--- src/rtl/dm_abs_cmd_pkg.sv ---
// Shared definitions for the Debug Module abstract command engine:
// command field positions, cmderr codes and the engine state encoding.
package dm_abs_cmd_pkg;

  localparam int CMD_CMDTYPE_LSB  = 24;
  localparam int CMD_CMDTYPE_MSB  = 31;
  localparam int CMD_AARSIZE_LSB  = 20;
  localparam int CMD_AARSIZE_MSB  = 22;
  localparam int CMD_POSTEXEC_BIT = 18;
  localparam int CMD_TRANSFER_BIT = 17;
  localparam int CMD_WRITE_BIT    = 16;
  localparam int CMD_REGNO_LSB    = 0;
  localparam int CMD_REGNO_MSB    = 15;

  // Only 32-bit register accesses are supported.
  localparam logic [2:0] AARSIZE_32 = 3'd2;

  localparam logic [2:0] CMDERR_NONE       = 3'd0;
  localparam logic [2:0] CMDERR_BUSY       = 3'd1;
  localparam logic [2:0] CMDERR_NOTSUP     = 3'd2;
  localparam logic [2:0] CMDERR_EXCEPT     = 3'd3;
  localparam logic [2:0] CMDERR_HALTRESUME = 3'd4;

  typedef enum logic [1:0] {
    ST_IDLE     = 2'd0,
    ST_ISSUE    = 2'd1,
    ST_WAIT_RSP = 2'd2,
    ST_DONE     = 2'd3
  } abs_state_e;

endpackage

--- src/rtl/dm_abs_cmd.sv ---
// Abstract command engine: executes Access Register commands against the
// halted core over a req/rsp handshake and reports busy/cmderr.
// Optional watchdog enabled by defining DM_ABS_CMD_TIMEOUT_EN.
//
// state    | meaning
// ---------+-------------------------------------------------------------
// IDLE     | waiting for cmd_update; validates and accepts commands
// ISSUE    | reg_req_valid held high until the core signals ready
// WAIT_RSP | request accepted, waiting for reg_rsp_valid
// DONE     | one-cycle completion, busy still high
module dm_abs_cmd
  import dm_abs_cmd_pkg::*;
#(
  parameter int DATA_WIDTH     = 32,
  parameter int REGNO_WIDTH    = 16,
  parameter int TIMEOUT_CYCLES = 1024
) (
  input  logic                   sys_clk,
  input  logic                   sys_rst,
  input  logic [DATA_WIDTH-1:0]  command,
  input  logic                   cmd_update,
  input  logic [DATA_WIDTH-1:0]  data0,
  input  logic                   hart_halted,
  input  logic                   cmderr_clr,
  output logic                   busy,
  output logic [2:0]             cmderr,
  output logic                   data0_wr_en,
  output logic [DATA_WIDTH-1:0]  data0_wr_data,
  output logic                   reg_req_valid,
  input  logic                   reg_req_ready,
  output logic [REGNO_WIDTH-1:0] reg_req_addr,
  output logic                   reg_req_we,
  output logic [DATA_WIDTH-1:0]  reg_req_wdata,
  input  logic                   reg_rsp_valid,
  input  logic [DATA_WIDTH-1:0]  reg_rsp_rdata,
  input  logic                   reg_rsp_err
);

  abs_state_e state;

  logic [7:0]             cmd_type;
  logic [2:0]             cmd_aarsize;
  logic                   cmd_postexec;
  logic                   cmd_transfer;
  logic                   cmd_write;
  logic [REGNO_WIDTH-1:0] cmd_regno;
  logic                   cmd_unsupported;
  logic                   rsp_take;
  logic                   timeout_hit;
  logic                   unused_bits;

  assign cmd_type        = command[CMD_CMDTYPE_MSB:CMD_CMDTYPE_LSB];
  assign cmd_aarsize     = command[CMD_AARSIZE_MSB:CMD_AARSIZE_LSB];
  assign cmd_postexec    = command[CMD_POSTEXEC_BIT];
  assign cmd_transfer    = command[CMD_TRANSFER_BIT];
  assign cmd_write       = command[CMD_WRITE_BIT];
  assign cmd_regno       = command[REGNO_WIDTH-1:0];
  assign cmd_unsupported = (cmd_type != 8'd0) || (cmd_aarsize != AARSIZE_32) || cmd_postexec;

  // A response arriving together with ready in ISSUE is handled like WAIT_RSP.
  assign rsp_take = reg_rsp_valid &&
                    ((state == ST_WAIT_RSP) || ((state == ST_ISSUE) && reg_req_ready));

`ifdef DM_ABS_CMD_TIMEOUT_EN
  localparam int TO_W = (TIMEOUT_CYCLES > 2) ? $clog2(TIMEOUT_CYCLES) : 1;
  logic [TO_W-1:0] to_cnt;

  // Watchdog: cleared in IDLE, counts every cycle spent on the core handshake.
  always_ff @(posedge sys_clk or posedge sys_rst) begin
    if (sys_rst) begin
      to_cnt <= '0;
    end else if (state == ST_IDLE) begin
      to_cnt <= '0;
    end else if ((state == ST_ISSUE) || (state == ST_WAIT_RSP)) begin
      to_cnt <= to_cnt + 1'b1;
    end
  end

  assign timeout_hit = ((state == ST_ISSUE) || (state == ST_WAIT_RSP)) &&
                       (to_cnt == TO_W'(TIMEOUT_CYCLES - 1)) && !rsp_take;
  assign unused_bits = ^{command[23], command[19]};
`else
  assign timeout_hit = 1'b0;
  assign unused_bits = ^{command[23], command[19], TIMEOUT_CYCLES[0]};
`endif

  // Command FSM; later assignments take priority, so an error set beats cmderr_clr.
  always_ff @(posedge sys_clk or posedge sys_rst) begin
    if (sys_rst) begin
      state         <= ST_IDLE;
      busy          <= 1'b0;
      cmderr        <= CMDERR_NONE;
      data0_wr_en   <= 1'b0;
      data0_wr_data <= '0;
      reg_req_valid <= 1'b0;
      reg_req_addr  <= '0;
      reg_req_we    <= 1'b0;
      reg_req_wdata <= '0;
    end else begin
      data0_wr_en <= 1'b0;

      if (cmderr_clr) begin
        cmderr <= CMDERR_NONE;
      end
      if (cmd_update && busy && (cmderr == CMDERR_NONE)) begin
        cmderr <= CMDERR_BUSY;
      end

      case (state)
        ST_IDLE: begin
          if (cmd_update && (cmderr == CMDERR_NONE)) begin
            if (cmd_unsupported) begin
              cmderr <= CMDERR_NOTSUP;
            end else if (!hart_halted) begin
              cmderr <= CMDERR_HALTRESUME;
            end else if (!cmd_transfer) begin
              busy  <= 1'b1;
              state <= ST_DONE;
            end else begin
              reg_req_addr  <= cmd_regno;
              reg_req_we    <= cmd_write;
              reg_req_wdata <= data0;
              reg_req_valid <= 1'b1;
              busy          <= 1'b1;
              state         <= ST_ISSUE;
            end
          end
        end
        ST_ISSUE: begin
          if (reg_req_ready) begin
            reg_req_valid <= 1'b0;
            state         <= ST_WAIT_RSP;
          end
        end
        ST_WAIT_RSP: begin
        end
        ST_DONE: begin
          busy  <= 1'b0;
          state <= ST_IDLE;
        end
        default: begin
          busy          <= 1'b0;
          reg_req_valid <= 1'b0;
          state         <= ST_IDLE;
        end
      endcase

      if (rsp_take) begin
        if (reg_rsp_err) begin
          cmderr <= CMDERR_EXCEPT;
        end else if (!reg_req_we) begin
          data0_wr_en   <= 1'b1;
          data0_wr_data <= reg_rsp_rdata;
        end
        state <= ST_DONE;
      end

      if (timeout_hit) begin
        cmderr        <= CMDERR_EXCEPT;
        reg_req_valid <= 1'b0;
        state         <= ST_DONE;
      end
    end
  end

endmodule

--- config.mk ---
export PLATFORM = sky130hd
export DESIGN_NAME = dm_abs_cmd
export DESIGN_NICKNAME = d
export VERILOG_FILES = /design/src/rtl/dm_abs_cmd_pkg.sv /design/src/rtl/dm_abs_cmd.sv
export SDC_FILE = /design/constraint.sdc
export NUM_CORES = 1
export LEC_CHECK = 0
export BUFFER_PORTS_ARGS = -buffer_cell sky130_fd_sc_hd__buf_2
export CORE_ASPECT_RATIO = 0.7
export CORE_MARGIN = 10
export CORE_UTILIZATION = 40
export DETAILED_ROUTE_END_ITERATION = 12
export PLACE_DENSITY = 0.79
export SLEW_MARGIN = 20
export SYNTH_ARGS = -nofsm -noshare
export SYNTH_HDL_FRONTEND = slang
export SYNTH_SLANG_ARGS = --single-unit
--- constraint.sdc ---
create_clock -name sys_clk -period 4.7 [get_ports sys_clk]
set_clock_uncertainty 0.2 [all_clocks]
set_input_delay 0.47 -clock sys_clk [delete_from_list [all_inputs] [get_ports sys_clk]]
set_output_delay 0.47 -clock sys_clk [all_outputs]
set_load 0.01 [all_outputs]
==> flow_metrics.tcl <==
set metrics [dict create \
    p_per_area_nw_per_um2 464 \
    min_path_type "input port to register" \
    synthFlopType "dfrtp_1" \
    placeableCoreArea_um2 8960 \
    slowest_delay_ns 0.60 \
    final_antenna_net_count 0 \
    slew_headroom_pct 55.9 \
    routed_wl_um 9820 \
    yosys_warnings 0 \
    endpoint_kind "register" \
    cts_htree_levels 3 \
    hpwlAfterDp_um 7770 \
    cp_slowest_cell "nor4b_4" \
    leakage_nw 2.72 \
    status "finished, final reports clean" \
    slew_viol_final 0 \
    synth.area.top_cells "dfrtp_1 61%, mux2_2 22%, mux2_4 3.7%" \
    grtUsageTotal_pct 14.5 \
    ir_drop_mv 0.246 \
    insertion_delay_ns 0.33 \
    syn_area_um2 3640 \
    grt_pass1_vias 3020 \
    rrSetupSlack_ns 1.95 \
    ios 191 \
    setup_violations 0 \
    fmax_ghz 0.363 \
    rsz0062_at_grt "no" \
    clk_pin_slew_ns 0.06 \
    placed_cell_area_um2 4680 \
    crit_chain "nor4b_4 -> nand3_2 -> nor2_4 -> buf_4 -> mux2_2" \
    clockBufferDepth 2 \
    vias 2703 \
    antenna_found_initial 0 \
    dr.pass1.iters 4 \
    synth_top_cell_by_area "dfrtp_1" \
    fin_tns_setup_ns 0 \
    hold_viol 0 \
    synth_nets 343 \
    fin_crit_sh_pct 58.6 \
    cts_root_buf "clkbuf_16" \
    synth-async-reset-ratio_pct 100 \
    cts_made_buffers 9 \
    syn_avg_cell_area_um2 15.5 \
    critPathLaunchType "register" \
    fillCellCount 760 \
    drtIter0Drc 85 \
    fin_crit_ns 2.75 \
    synth_common_cells "89 x dfrtp_1, 71 x mux2_2, 9 x mux2_4" \
    grt_pass1_wl_um 15500 \
    cts_setup_buffers 0 \
    io_buffers 188 \
    cts_hold_buffers 1 \
    die_h_um 99.8 \
    clkSinkCount 89 \
    yosysMostFrequentCell "dfrtp_1" \
    grt_start_max_net_pins 55 \
    viasPerCell 4.85 \
    crit_type "register to register" \
    worstPathRequired_ns 4.71 \
    initial_core_util_pct 40.6 \
    syn-instance-count 235 \
    cts_resized 0 \
    place_congestion 0.785 \
    dp_slack_ns 1.78 \
    wl_per_cell_um 17.6 \
    cp_max_fo 46 \
    diodes 0 \
    worstPathArrival_ns 2.77 \
    synth_top_cell_area_share_pct 61.3 \
    yosysUniqueCellTypes 37 \
    final_nets 537 \
    die_x_um 134 \
    drc 0 \
    grt_overflow 0 \
    synth_edf_count 0 \
    area_growth_pct 36.3 \
    die-area_um2 13400 \
    drive_gt1_share_pct 67.0 \
    cts_tree "built" \
    rows 29 \
    synth_seq_cells 89 \
    tightest_slew_ns 0.662 \
    drv_cap 0 \
    fin_area_um2 4960 \
    synth_seq_area_share_pct 61.3 \
    layout_setup_ws_ns 1.95 \
]
## area by class of cell
class / count / area (um^2) / share of cell area (%)
inverters: 7 / 27.5 / 0.555
flip-flops and latches: 89 / 2230 / 44.9
clock buffers: 12 / 246 / 4.97
well taps: 124 / 155 / 3.13
clock inverters: 3 / 17.5 / 0.353
multi-input cells: 130 / 1310 / 26.4
repair buffers: 192 / 973 / 19.6
## critical path: cells and delay by family, from the launching register on
kind	cells	cell delay, ns
buffers and inverters	1	0.54
DFF	1	0.42
muxes	1	0.40
and+or+nand+nor	3	1.03
## per-layer routing
metal | wire length (um) | up-vias | global-route usage, %
li1 | - | 1232 | -
met4 | 207 | 0 | 5.25
met1 | 3820 | 1307 | 16.0
met2 | 4370 | 145 | 22.2
met3 | 1420 | 19 | 9.23
met5 | 0 | - | 0
## stage by stage
step | std cells | hold WS (ns) | util, % | total power [mW]
after floorplan | 235 | 0.329 | - | 1.39
after detailed placement | 541 | 0.278 | 52.3 | 1.68
final | 557 | 0.168 | 55.3 | 2.30
after CTS | 557 | 0.153 | 55.3 | 2.33
after global placement | 541 | 0.267 | 52.3 | 1.64
after global routing | 557 | 0.149 | 55.3 | 2.44
## state kept, by name, indices dropped and copies added (netlist names)
signal	cells
reg_req_addr	16
data0_wr_data	32
cmderr	3
data0_wr_en	1
reg_req_wdata	32
busy	1
reg_req_valid	1
state	2
reg_req_we	1
## worst paths after layout
path / from / to / cells after the start
min reg2reg: reg_req_wdata[31] / reg_req_wdata[31] / 1
max in group asynchronous: sys_rst / data0_wr_data[28] / 4
max reg2reg: cmderr[1] / reg_req_addr[3] / 5
min: command[15] / reg_req_addr[15] / 2
min in group asynchronous: sys_rst / reg_req_addr[5] / 3
max: cmderr[1] / reg_req_addr[3] / 5
## kinds of logic (layout without fill, tap and decap cells)
| group | count (synthesis) | after routing | share of synthesized area [%] |
|---|---|---|---|
| mux | 81 | 81 | 26.0 |
| simple gates | 28 | 28 | 5.44 |
| fa+ha+maj | 4 | 4 | 1.38 |
| flops | 89 | 89 | 61.3 |
| compound gates | 17 | 17 | 3.20 |
| buf+inv | 16 | 214 | 2.72 |
## power breakdown
group	total, mW	leakage, nW	switching (mW)	internal (mW)
clock	0.640	0.128	0.272	0.368
combinational	0.646	1.42	0.324	0.323
sequential	1.01	1.17	0.0862	0.927
## layout by cell type, fill, tap and decap left out, types with 2 or more instances in the layout
cell       netlist  routed
clkinv_2         0       3
clkbuf_1         1       2
ha_1             4       4
and2_1           3       3
buf_4            3       3
clkbuf_16        0       9
mux2_2          71      71
nor3_1           2       2
a21oi_1          2       2
mux2_4           9       9
a31oi_1          3       3
inv_1            7       6
nand2_1          4       4
nor4b_1          2       2
nand4_1          2       2
o22ai_1          3       3
o21ai_0          2       2
buf_2            3     188
dfrtp_1         89      89
nor2_1           6       6
Note: power is estimated with default switching activity, not from simulation.
